<file path="config.mk">
export PLATFORM = sky130hd
export DESIGN_NAME = bus_transaction_arbiter
export DESIGN_NICKNAME = d
export VERILOG_FILES = /design/src/rtl/bus_transaction_arbiter.sv
export SDC_FILE = /design/constraint.sdc
export NUM_CORES = 1
export LEC_CHECK = 0
export CORE_ASPECT_RATIO = 1.2
export CORE_UTILIZATION = 35
export DETAILED_ROUTE_END_ITERATION = 8
export GPL_TIMING_DRIVEN = 0
export PLACE_DENSITY = 0.67
export SYNTH_ARGS = -nofsm -noshare
export SYNTH_HDL_FRONTEND = slang
export SYNTH_SLANG_ARGS = --single-unit
</file>
<file path="constraint.sdc">
create_clock -name clk -period 5.5 [get_ports clk]
set_input_delay 1.1 -clock clk [delete_from_list [all_inputs] [get_ports clk]]
set_output_delay 1.1 -clock clk [all_outputs]
set_load 0.005 [all_outputs]
</file>
<file path="src/rtl/bus_transaction_arbiter.sv">
// bus_transaction_arbiter
//
// Shares one 32-bit external memory bus between two requesters. Port 0 is
// the CPU load/store/fetch controller and port 1 is the DMA/debug master.
// Each request carries a 4-bit transaction code. The arbiter turns the code
// into a single bus cycle with a write flag and byte enables. It waits for
// busAck or aborts after TIMEOUT_CYCLES. It then returns done, error and
// read data to the port that won arbitration.
//
// Ports:
//   clk, reset          system clock, asynchronous active-high reset
//   req[1:0]            per-port request, held until that port's done pulse
//   transaction0/1      per-port transaction code
//   address0/1          per-port address
//   writeData0/1        per-port write data
//   done[1:0]           per-port one-cycle completion pulse
//   error[1:0]          per-port error flag, valid only with done
//   readData            last captured read data, valid with done
//   busCycle            bus cycle active
//   busWrite            1 = write cycle
//   busByteEnable       active byte lanes
//   busAddress          bus address
//   busWriteData        bus write data
//   busAck              slave completion
//   busReadData         slave read data

module bus_transaction_arbiter #(
    parameter int unsigned TIMEOUT_CYCLES = 255,
    parameter int unsigned ADDR_WIDTH     = 32
) (
    input  logic                  clk,
    input  logic                  reset,
    input  logic [1:0]            req,
    input  logic [3:0]            transaction0,
    input  logic [3:0]            transaction1,
    input  logic [ADDR_WIDTH-1:0] address0,
    input  logic [ADDR_WIDTH-1:0] address1,
    input  logic [31:0]           writeData0,
    input  logic [31:0]           writeData1,
    output logic [1:0]            done,
    output logic [1:0]            error,
    output logic [31:0]           readData,
    output logic                  busCycle,
    output logic                  busWrite,
    output logic [3:0]            busByteEnable,
    output logic [ADDR_WIDTH-1:0] busAddress,
    output logic [31:0]           busWriteData,
    input  logic                  busAck,
    input  logic [31:0]           busReadData
);

    typedef enum logic [1:0] {
        IDLE,
        BUS,
        RESP
    } state_t;

    localparam logic [7:0] TIMEOUT_LAST = 8'(TIMEOUT_CYCLES - 1);

    state_t                state_q, state_d;
    logic                  grant_q, grant_d;
    logic                  last_grant_q, last_grant_d;
    logic [7:0]            timer_q, timer_d;
    logic                  is_read_q, is_read_d;
    logic [1:0]            done_q, done_d;
    logic [1:0]            error_q, error_d;
    logic [31:0]           read_data_q, read_data_d;
    logic                  bus_cycle_q, bus_cycle_d;
    logic                  bus_write_q, bus_write_d;
    logic [3:0]            bus_be_q, bus_be_d;
    logic [ADDR_WIDTH-1:0] bus_addr_q, bus_addr_d;
    logic [31:0]           bus_wdata_q, bus_wdata_d;

    logic                  grant_sel;
    logic [3:0]            sel_code;
    logic [ADDR_WIDTH-1:0] sel_addr;
    logic [31:0]           sel_wdata;
    logic                  dec_valid;
    logic                  dec_write;
    logic [3:0]            dec_be;

    // Pick the winning port and decode its transaction code. On a tie the
    // port that did not win last time is chosen.
    always_comb begin
        grant_sel = (&req) ? ~last_grant_q : req[1];
        sel_code  = grant_sel ? transaction1 : transaction0;
        sel_addr  = grant_sel ? address1 : address0;
        sel_wdata = grant_sel ? writeData1 : writeData0;

        dec_valid = 1'b1;
        dec_write = 1'b1;
        dec_be    = 4'b0000;
        case (sel_code)
            4'd1:    begin dec_write = 1'b0; dec_be = 4'b1111; end
            4'd2:    dec_be = 4'b0001;
            4'd3:    dec_be = 4'b0010;
            4'd4:    dec_be = 4'b0100;
            4'd5:    dec_be = 4'b1000;
            4'd6:    dec_be = 4'b0011;
            4'd7:    dec_be = 4'b1100;
            4'd8:    dec_be = 4'b1111;
            default: begin dec_valid = 1'b0; dec_write = 1'b0; end
        endcase
    end

    // Next-state logic. done and error are set on the transition into RESP,
    // so they appear as registered outputs during the RESP cycle. An ack
    // takes priority over the timeout abort in the same cycle.
    always_comb begin
        state_d      = state_q;
        grant_d      = grant_q;
        last_grant_d = last_grant_q;
        timer_d      = timer_q;
        is_read_d    = is_read_q;
        done_d       = 2'b00;
        error_d      = 2'b00;
        read_data_d  = read_data_q;
        bus_cycle_d  = bus_cycle_q;
        bus_write_d  = bus_write_q;
        bus_be_d     = bus_be_q;
        bus_addr_d   = bus_addr_q;
        bus_wdata_d  = bus_wdata_q;

        case (state_q)
            IDLE: begin
                if (req != 2'b00) begin
                    grant_d   = grant_sel;
                    timer_d   = 8'd0;
                    is_read_d = (sel_code == 4'd1);
                    if (dec_valid) begin
                        state_d     = BUS;
                        bus_cycle_d = 1'b1;
                        bus_write_d = dec_write;
                        bus_be_d    = dec_be;
                        bus_addr_d  = sel_addr;
                        bus_wdata_d = sel_wdata;
                    end else begin
                        state_d            = RESP;
                        done_d[grant_sel]  = 1'b1;
                        error_d[grant_sel] = (sel_code != 4'd0);
                    end
                end
            end
            BUS: begin
                if (busAck) begin
                    state_d          = RESP;
                    bus_cycle_d      = 1'b0;
                    done_d[grant_q]  = 1'b1;
                    if (is_read_q) begin
                        read_data_d = busReadData;
                    end
                end else if (timer_q == TIMEOUT_LAST) begin
                    state_d          = RESP;
                    bus_cycle_d      = 1'b0;
                    done_d[grant_q]  = 1'b1;
                    error_d[grant_q] = 1'b1;
                end else begin
                    timer_d = timer_q + 8'd1;
                end
            end
            RESP: begin
                last_grant_d = grant_q;
                state_d      = IDLE;
            end
            default: begin
                state_d = IDLE;
            end
        endcase
    end

    // All state and outputs are registered here. Reset drops busCycle,
    // done and error immediately. lastGrant resets to 1 so port 0 wins
    // the first tie.
    always_ff @(posedge clk or posedge reset) begin
        if (reset) begin
            state_q      <= IDLE;
            grant_q      <= 1'b0;
            last_grant_q <= 1'b1;
            timer_q      <= 8'd0;
            is_read_q    <= 1'b0;
            done_q       <= 2'b00;
            error_q      <= 2'b00;
            read_data_q  <= 32'd0;
            bus_cycle_q  <= 1'b0;
            bus_write_q  <= 1'b0;
            bus_be_q     <= 4'b0000;
            bus_addr_q   <= '0;
            bus_wdata_q  <= 32'd0;
        end else begin
            state_q      <= state_d;
            grant_q      <= grant_d;
            last_grant_q <= last_grant_d;
            timer_q      <= timer_d;
            is_read_q    <= is_read_d;
            done_q       <= done_d;
            error_q      <= error_d;
            read_data_q  <= read_data_d;
            bus_cycle_q  <= bus_cycle_d;
            bus_write_q  <= bus_write_d;
            bus_be_q     <= bus_be_d;
            bus_addr_q   <= bus_addr_d;
            bus_wdata_q  <= bus_wdata_d;
        end
    end

    assign done          = done_q;
    assign error         = error_q;
    assign readData      = read_data_q;
    assign busCycle      = bus_cycle_q;
    assign busWrite      = bus_write_q;
    assign busByteEnable = bus_be_q;
    assign busAddress    = bus_addr_q;
    assign busWriteData  = bus_wdata_q;

endmodule

</file>
# After elaboration in Yosys (flattened, before gate mapping)
# Cells that the tools add are included.
# word_totals
ff_bits,119
input_bits,173
output_inout_bits,106
word_cells,86
# op_classes
add_sub_neg,1
n_lt_le_gt_ge,4
eq_ne,16
mux,34
n_bitwise,2
n_reduce_logical,16
# op_table
op,n
two-way mux 32 bit,2
one-hot mux 4 bit (7 select lines),1
two-way mux 8 bit,3
two-way mux 2 bit,11
equality test 4 x 3 -> 1 bit (second input constant),4
one-hot mux 8 bit (2 select lines),1
one-hot mux 2 bit (2 select lines),3
two-way mux 1 bit,9
adder 8 x 1 -> 8 bit (second input constant),1
equality test 4 x 2 -> 1 bit (second input constant),2
equality test 8 bit (second input constant),1
inequality test 2 bit (second input constant),4
AND reduction 4 bit,2
OR reduction 8 bit,1
OR reduction 7 bit,1
AND reduction 2 bit,3
AND reduction 3 bit,2
equality test 4 x 1 -> 1 bit (second input constant),1
equality test 4 bit (second input constant),1
less-than comparator 1 x 2 -> 1 bit (second input constant),2
two-way mux 4 bit,1
nonzero test 2 bit,2
nonzero test 4 bit,1
inequality test 3 bit (second input constant),1
10 further kinds,13

# Longest topological paths before layout
# Gate-level depths: netlist (run 1).
# logic_depth
ltp_word,10
depth_mapped,8
ltp_nobuf,7

# Worst setup path before layout (run 1)
# OpenSTA, ideal clock, no wires.
# synth_path
path_kind,input to register
startpoint,input transaction0[2]
endpoint,"register bus_addr_q[27], in the netlist busAddress[27]"
setup_ns,0.126
t_arrival_ns,2.215
required_time_ns,5.374
path_slack_ns,3.159
stages,8
path_buffers,3
cell_sequence,buf_2 > o31a_1 > nor3_4 > o21ai_4 > buf_12 > buf_12 > nand2_2 > o21ai_2
# synth_via
elab_chain_cells,5
elab_cells_between_ends,12
cone_classes,8 x eq/ne; 2 x mux; 2 x reduce/logical
# synth_rtl
item,line_no,text
start: declaration,34,"input logic [3:0] transaction0,"
two-way mux 4 bit (*),86,sel_code = grant_sel ? transaction1 : transaction0;
"equality test 4 x 1 -> 1 bit, or another cell as far along",93,case (sel_code)
OR reduction 8 bit (no source line) (*),n/a,
two-way mux 1 bit (*),93,
AND reduction 3 bit (no source line) (*),n/a,
end signal: assignment,201,bus_addr_q <= bus_addr_d;
end: declaration,71,"logic [ADDR_WIDTH-1:0] bus_addr_q, bus_addr_d;"
# Mark *: on every way between the ends. The rest lies on a longest branch, timed or not.
# A chain may end at the register's enable or synchronous reset.

# Worst setup path after layout (run 1)
# layout_path
startpoint,input req[1]
endpoint,"register bus_wdata_q[4], in the netlist busWriteData[4]"
# layout_via
elab_chain_cells,7
elab_cells_between_ends,16
cone_classes,8 x eq/ne; 4 x mux; 4 x reduce/logical
# layout_rtl
item,line_no,text
start: declaration,33,"input logic [1:0] req,"
AND reduction 2 bit,85,grant_sel = (&req) ? ~last_grant_q : req[1];
two-way mux 1 bit,85,
two-way mux 4 bit,86,
"equality test 4 x 1 -> 1 bit, or another cell as far along",93,
OR reduction 8 bit (no source line),n/a,
two-way mux 1 bit,93,
AND reduction 3 bit (no source line),n/a,
end signal: assignment,202,bus_wdata_q <= bus_wdata_d;
end: declaration,72,"logic [31:0] bus_wdata_q, bus_wdata_d;"
# Parallel ways exist; a longest one is shown, timed or not.

==> impl_results.md, run 1 <==
- Fin crit share: around half
- Nets: 978
- Leading area contributor after synthesis: dfrtp_1
- Vias post-DR: around 4900
- PortBufs: around 270
- Worst-path clk slew: around 50 ps
- First-pass GRT wire length: between 20 and 30 mm
- Fin. Hold Viols: 0
- Sw Share: between 30% and 40%
- Cell mode on critical path: buf_2
- PD cells: between 400 and 500 nW/um^2
- Initial Utilization: between 30 and 40%
- Tot GR Track Use: 19.3%
- Post-synthesis sequential area ratio: around half
- Synthesized flop and latch total: between 100 and 150
- Gate power share: roughly 41%
- CTS Buf Count: 17
- Die Ht: around 150 um
- Crit. End Element: flip-flop
- Area share of the largest cell type after synthesis: 48.2%
- Wirelength per Cell: approximately 17 um
- Fmax: between 0.3 and 0.4 GHz
- Status: finished, final reports clean
- Top post-synthesis cells by area: dfrtp_1 48%, mux2i_1 11%, o21ai_2 9.1%
- Clk network pwr share: between 20% and 30%
- Distinct cells, synth: 48
- Pin count of the biggest net entering global routing: 64
- CP max-delay cell: clkdlybuf4s50_1
- Final WL: approximately 17 mm
- Clk_lat worst skew: about 420 ps
- CTS Root Buffer Type: clkbuf_16
- Max-cap violation count: 0
- Maximum clock path buffer count: 2
- Vias in the first global route: 5087
- Post-placement cell area: roughly 9200 sq um
- Total clock sinks: ~120
- Setup Crit Path Kind: input pin to flip-flop
- Worst-margin pin slew: around 640 ps
- Cell count of the worst reg-to-reg path: 5
- RSZ-0062 raised after global routing: false
- Non-Filler Instances: 1031
- Slowest Stage Delay on Critical Path: 500 ps
- CP Data Arrival Time: 3080 ps
- Final setup margin: around 2700 ps
- Place WS: around 2300 ps
- Final Max Tran Viols: 0
- Mapped Area: about 6100 sq um
- Leak Pwr: approximately 4.3 nW
- DRC Markers: 0
- # diodes: 0
- Worst Hold Depth: 2
- Cell count after synthesis: ~510
- TNS Setup: 0 ps
- First-pass DRT Iterations: 4
- Initial detailed-routing violation count: approximately 140
- Startpoint Class: input pin
- Sequential share of power: about a third
- P&R area growth vs syn: 59.5%
- Peak supply drop: approximately 0.00019 V
- Worst endpoint required time: between 5000 and 6000 ps
- Design Power: about 4.4 mW
- Core area: 17000 sq um
- Vias per cell: 4.79
- Psw: 1.35 mW
- Layout cell share with drive strength beyond 1: between 20 and 30%
- Initial antenna violation count: 0
- Row count: between 50 and 60
- Hold Buf Count CTS: 0
- Syn_area_per_cell: roughly 12 sq um
- Clock Skew: 8.41 ps
- Clock tree from TritonCTS: yes
- Post-CTS Setup Bufs: 0
- Internal power: between 3 and 4 mW
- Resize count post-CTS: 0
- Chip width: roughly 120 um
- Final setup fails: 0
- Die footprint: 18100 sq um
- Worst min path class: flip-flop to flip-flop
- H-tree Lvls: 4
- GPL Wtd Cong: 0.814
- Synthesized Nets: between 600 and 700
- Detailed Place HPWL: 13.5 mm
- CP Cell Sequence: clkdlybuf4s50_1 -> a21bo_2 -> buf_2 -> buf_2 -> mux2i_1 -> o21ai_2
- Design Area, Final: slightly below 10000 sq um
- IO Pins: about 280
- Crit Path Max Fanout: 10
- Routed Antenna Nets: 0
- Ys Warns: 0
- Slew Limit Headroom: between 50 and 60%
- Placed cell count: 1000
- Tmin final: around 2800 ps
- Overflow after GRT: 0
==> path summary, 6_finish.rpt <==
path                                     start              end  slack (ps)
worst min register to register  busAddress[23]   busAddress[23]         470
worst max register to register    last_grant_q  busWriteData[4]        3480
min in group asynchronous                reset      readData[6]        1160
worst min-delay path            busAddress[23]   busAddress[23]         470
worst max-delay path                    req[1]  busWriteData[4]        2720
max in group asynchronous                reset    busAddress[3]        3640
==> layout by cell type (no fill, tap or decap), drive strengths merged, types with 11 or more instances in the layout <==
master	n
clkbuf	22
a21oi	11
o21ai	74
mux2	33
clkdlybuf4s50	274
nand2	80
nand3	12
dfrtp	118
nor2	17
buf	34
mux2i	69
==> through the flow <==
step	util (%)	hold slack, ps
floorplan	-	446
global placement	53.8	462
finish	57.6	474
global route	57.6	485
CTS	57.6	478
detailed placement	54.0	467
==> synth_stat cells, drive strengths merged <==
cell and number:
o21ai 74, o32ai 1, nand2 80, dfrtp 118
o21a 1, nor4 4, xnor2 7, or3 1
o41ai 1, dfstp 1, nand4 1, a21boi 2
a22o 1, o31ai 2, a31oi 1, mux2i 69
o211ai 1, mux2 33, nand3 12, buf 33
nor3 9, nor3b 2, a21o 1, nor2 17
ha 2, o2bb2ai 1, a31o 1, a21bo 1
nor2b 3, a21oi 11, o31a 2, nand2b 3
a211oi 3, a32o 1, inv 7, a2111oi 2
==> registers in the layout, indices dropped and copies added (netlist names) <==
name,cells
busAddress,32
busWriteData,32
readData,32
timer_q,8
busByteEnable,4
done,2
error,2
state_q,2
busCycle,1
busWrite,1
grant_q,1
is_read_q,1
last_grant_q,1
==> cells by family after synthesis <==
logic type      count (synthesis)  share of synthesized area [%]
fa+ha+maj                       2                          0.408
xor+xnor                        7                           1.00
buf+inv                        40                           5.98
compound gates                107                           14.1
mux                           102                           17.3
simple gates                  132                           12.6
flops                         119                           48.6
==> cell type report <==
cell class	instances	area, sq um
Clock buffer	22	454
Fill cell	1414	7200
Tap cell	216	270
Buffer	33	340
Clock inverter	9	150
Multi-Input combinational cell	350	2790
Sequential cell	119	2980
Inverter	7	31.3
Timing Repair Buffer	275	2770
==> layer usage <==
metal,part of all wire [%],GRT usage (%),vias to the layer above
li1,-,-,2379
met4,1.5,6.46,0
met1,37,20.5,2340
met2,53,35.1,197
met5,0,0,-
met3,8.1,6.29,21
==> critical path: cells and delay by family <==
family                 cells  cell delay, ps
AOI/OAI and AO/OA          2             370
muxes                      1             320
buffers and inverters      3            1270
==> power by group through the flow <==
stage	combinational [mW]	sequential (mW)	clock (mW)
detailed placement	1.83	1.45	0
CTS	1.83	1.44	1.17
global route	1.95	1.48	1.21
floorplan	0.847	1.45	0
finish	1.80	1.43	1.14
global placement	1.79	1.43	0
No activity file was read; power rests on OpenSTA's default activity.
==> run 2: changes to the inputs <==
--- a/config.mk
+++ b/config.mk
@@ -9,7 +9,7 @@
 export CORE_UTILIZATION = 35
 export DETAILED_ROUTE_END_ITERATION = 8
 export GPL_TIMING_DRIVEN = 0
-export PLACE_DENSITY = 0.67
+export PLACE_DENSITY = 0.7
 export SYNTH_ARGS = -nofsm -noshare
 export SYNTH_HDL_FRONTEND = slang
 export SYNTH_SLANG_ARGS = --single-unit
==> constraint.sdc (replaced) <==
create_clock -name clk -period 2.4 [get_ports clk]
set_input_delay 0.48 -clock clk [delete_from_list [all_inputs] [get_ports clk]]
set_output_delay 0.48 -clock clk [all_outputs]
set_load 0.005 [all_outputs]
==> run 2 against run 1 <==
  * Routed wire length decreased by 1.9%
  * First-iteration DRC count up 40%
  * Non-clock buffer count up 2
  * Via count rose by 1.0%
  * Final area is 0.33% lower
  * Global-route usage down 0.34 points
  * Power rose by 120%
  * Combinational power grew 130%
  * Count of clock-buffer cells in the layout did not move
  * Critical endpoint is now busWriteData[1]
==> impl_results.md, run 2 (synthesis results as in run 1) <==
- Status: finished, final reports clean
- # diodes: 0
- Max-cap violation count: 0
- Fin. Hold Viols: 0
- H-tree Lvls: 4
- Commonest non-fill, non-tap cell in the layout: clkdlybuf4s50_1
- Final WL: 16.7 mm
- Die footprint: roughly 18000 sq um
- Clock tree from TritonCTS: yes
- Chip width: roughly 120 um
- Setup Crit Path Kind: input pin to flip-flop
- PortBufs: 274
- Worst endpoint required time: approximately 2700 ps
- Commonest cells after routing, fill and taps aside: 274 x clkdlybuf4s50_1, 118 x dfrtp_1, 69 x mux2i_1
- Crit. End Element: flip-flop
- Overflow after GRT: 0
- Layout cell share with drive strength beyond 1: 25.2%
- IO Pins: 279
- Slew Limit Headroom: between 50% and 60%
- Final Max Tran Viols: 0
- Maximum clock path buffer count: 2
- Initial antenna violation count: 0
- Routed Antenna Nets: 0
- Vias in the first global route: around 5300
- Startpoint Class: input pin
- Hold Buf Count CTS: 0
- Fmax: approximately 0.47 GHz
- Nets: 980
- TNS Setup: 0 ps
- Core area: around 17000 sq um
- Worst min path class: input pin to async pin
- CP Data Arrival Time: between 2000 and 2500 ps
- Wirelength per Cell: about 16 um
- Vias post-DR: about 5000
- First-pass GRT wire length: 26.0 mm
- RSZ-0062 raised after global routing: false
- Initial Utilization: a little over a third
- Worst-margin pin slew: roughly 670 ps
- PD cells: a little under 1000 nW/um^2
- Clock Skew: between 10 and 15 ps
- Worst-path clk slew: approximately 50 ps
- Detailed Place HPWL: roughly 13 mm
- P&R area growth vs syn: 59.0%
- Fin crit share: about nine tenths
- Total clock sinks: between 100 and 150
- Design Power: roughly 9.7 mW
- GPL Wtd Cong: between 0.8 and 0.9
- Die Ht: about 150 um
- Final setup fails: 0
- DRC Markers: 0
- Row count: between 50 and 60
- Tmin final: between 2000 and 2500 ps
- CTS Root Buffer Type: clkbuf_16
- Peak supply drop: between 0.0004 and 0.0005 V
- Pin count of the biggest net entering global routing: 43
- Clk_lat worst skew: between 400 and 500 ps
- Resize count post-CTS: 0
- Tot GR Track Use: between 10% and 20%
- Initial detailed-routing violation count: between 150 and 200
- CTS Buf Count: 17
- Crit Path Max Fanout: 10
- Vias per cell: approximately 4.8
- Post-CTS Setup Bufs: 0
- First-pass DRT Iterations: 4
- Leak Pwr: between 4 and 5 nW
-- run 2: cell types whose count changed in the layout (fill, tap and decap cells not counted), sizes merged --
cell,delta
inv,-1
buf,+2
bufinv,-3
clkinv,+3
clkinvlp,+1
-- run 2: final cells by class --
class                      instances  area (sq um)
clock buffer                      22           454
multi-input combinational        350          2790
inverter                           7          30.0
timing repair buffer             277          2810
sequential                       119          2980
buffer                            33           340
fill                            1406          7230
clock inverter                     9          78.8
tap                              216           270
-- run 2: path summary, 6_finish.rpt --
path | from | end | slack [ps] | depth (start not counted)
max reg2reg | last_grant_q | busWriteData[1] | 400 | 5
min reg2reg | busWriteData[8] | busWriteData[8] | 470 | 2
min | reset | readData[10] | 470 | 2
max in group asynchronous | reset | busAddress[15] | 1090 | 4
max | req[0] | busWriteData[1] | 260 | 6
min in group clk | busWriteData[8] | busWriteData[8] | 470 | 2
-- run 2: worst max-delay path: stages --
cell and delay, ps:
clkdlybuf4s50_1 570, a21bo_2 230, buf_2 320, buf_2 410
mux2i_1 340, o21ai_2 70
-- run 2: power breakdown --
part	switching (mW)	total [mW]	internal (mW)
sequential	0.516	3.29	2.77
combinational	1.70	4.11	2.41
clock	0.857	2.29	1.43
-- run 2: per-stage QoR --
step / utilization [%] / setup WS [ps] / instance area, sq um / hold WS [ps] / cells
after floorplan: - / 465 / 6130 / 446 / 509
after global placement: 53.9 / -658 / 9150 / 463 / 999
after detailed placement: 54.3 / -183 / 9220 / 467 / 1002
after CTS: 57.4 / 239 / 9750 / 465 / 1033
after global routing: 57.4 / 167 / 9750 / 494 / 1033
final: 57.4 / 258 / 9750 / 471 / 1033
-- run 2: routing by layer --
layer	part of all wire, %	track usage, %	vias up
met2	53	34.9	201
met1	38	20.5	2374
met4	1.7	6.71	0
li1	-	-	2390
met5	0	0	-
met3	7.3	4.74	23
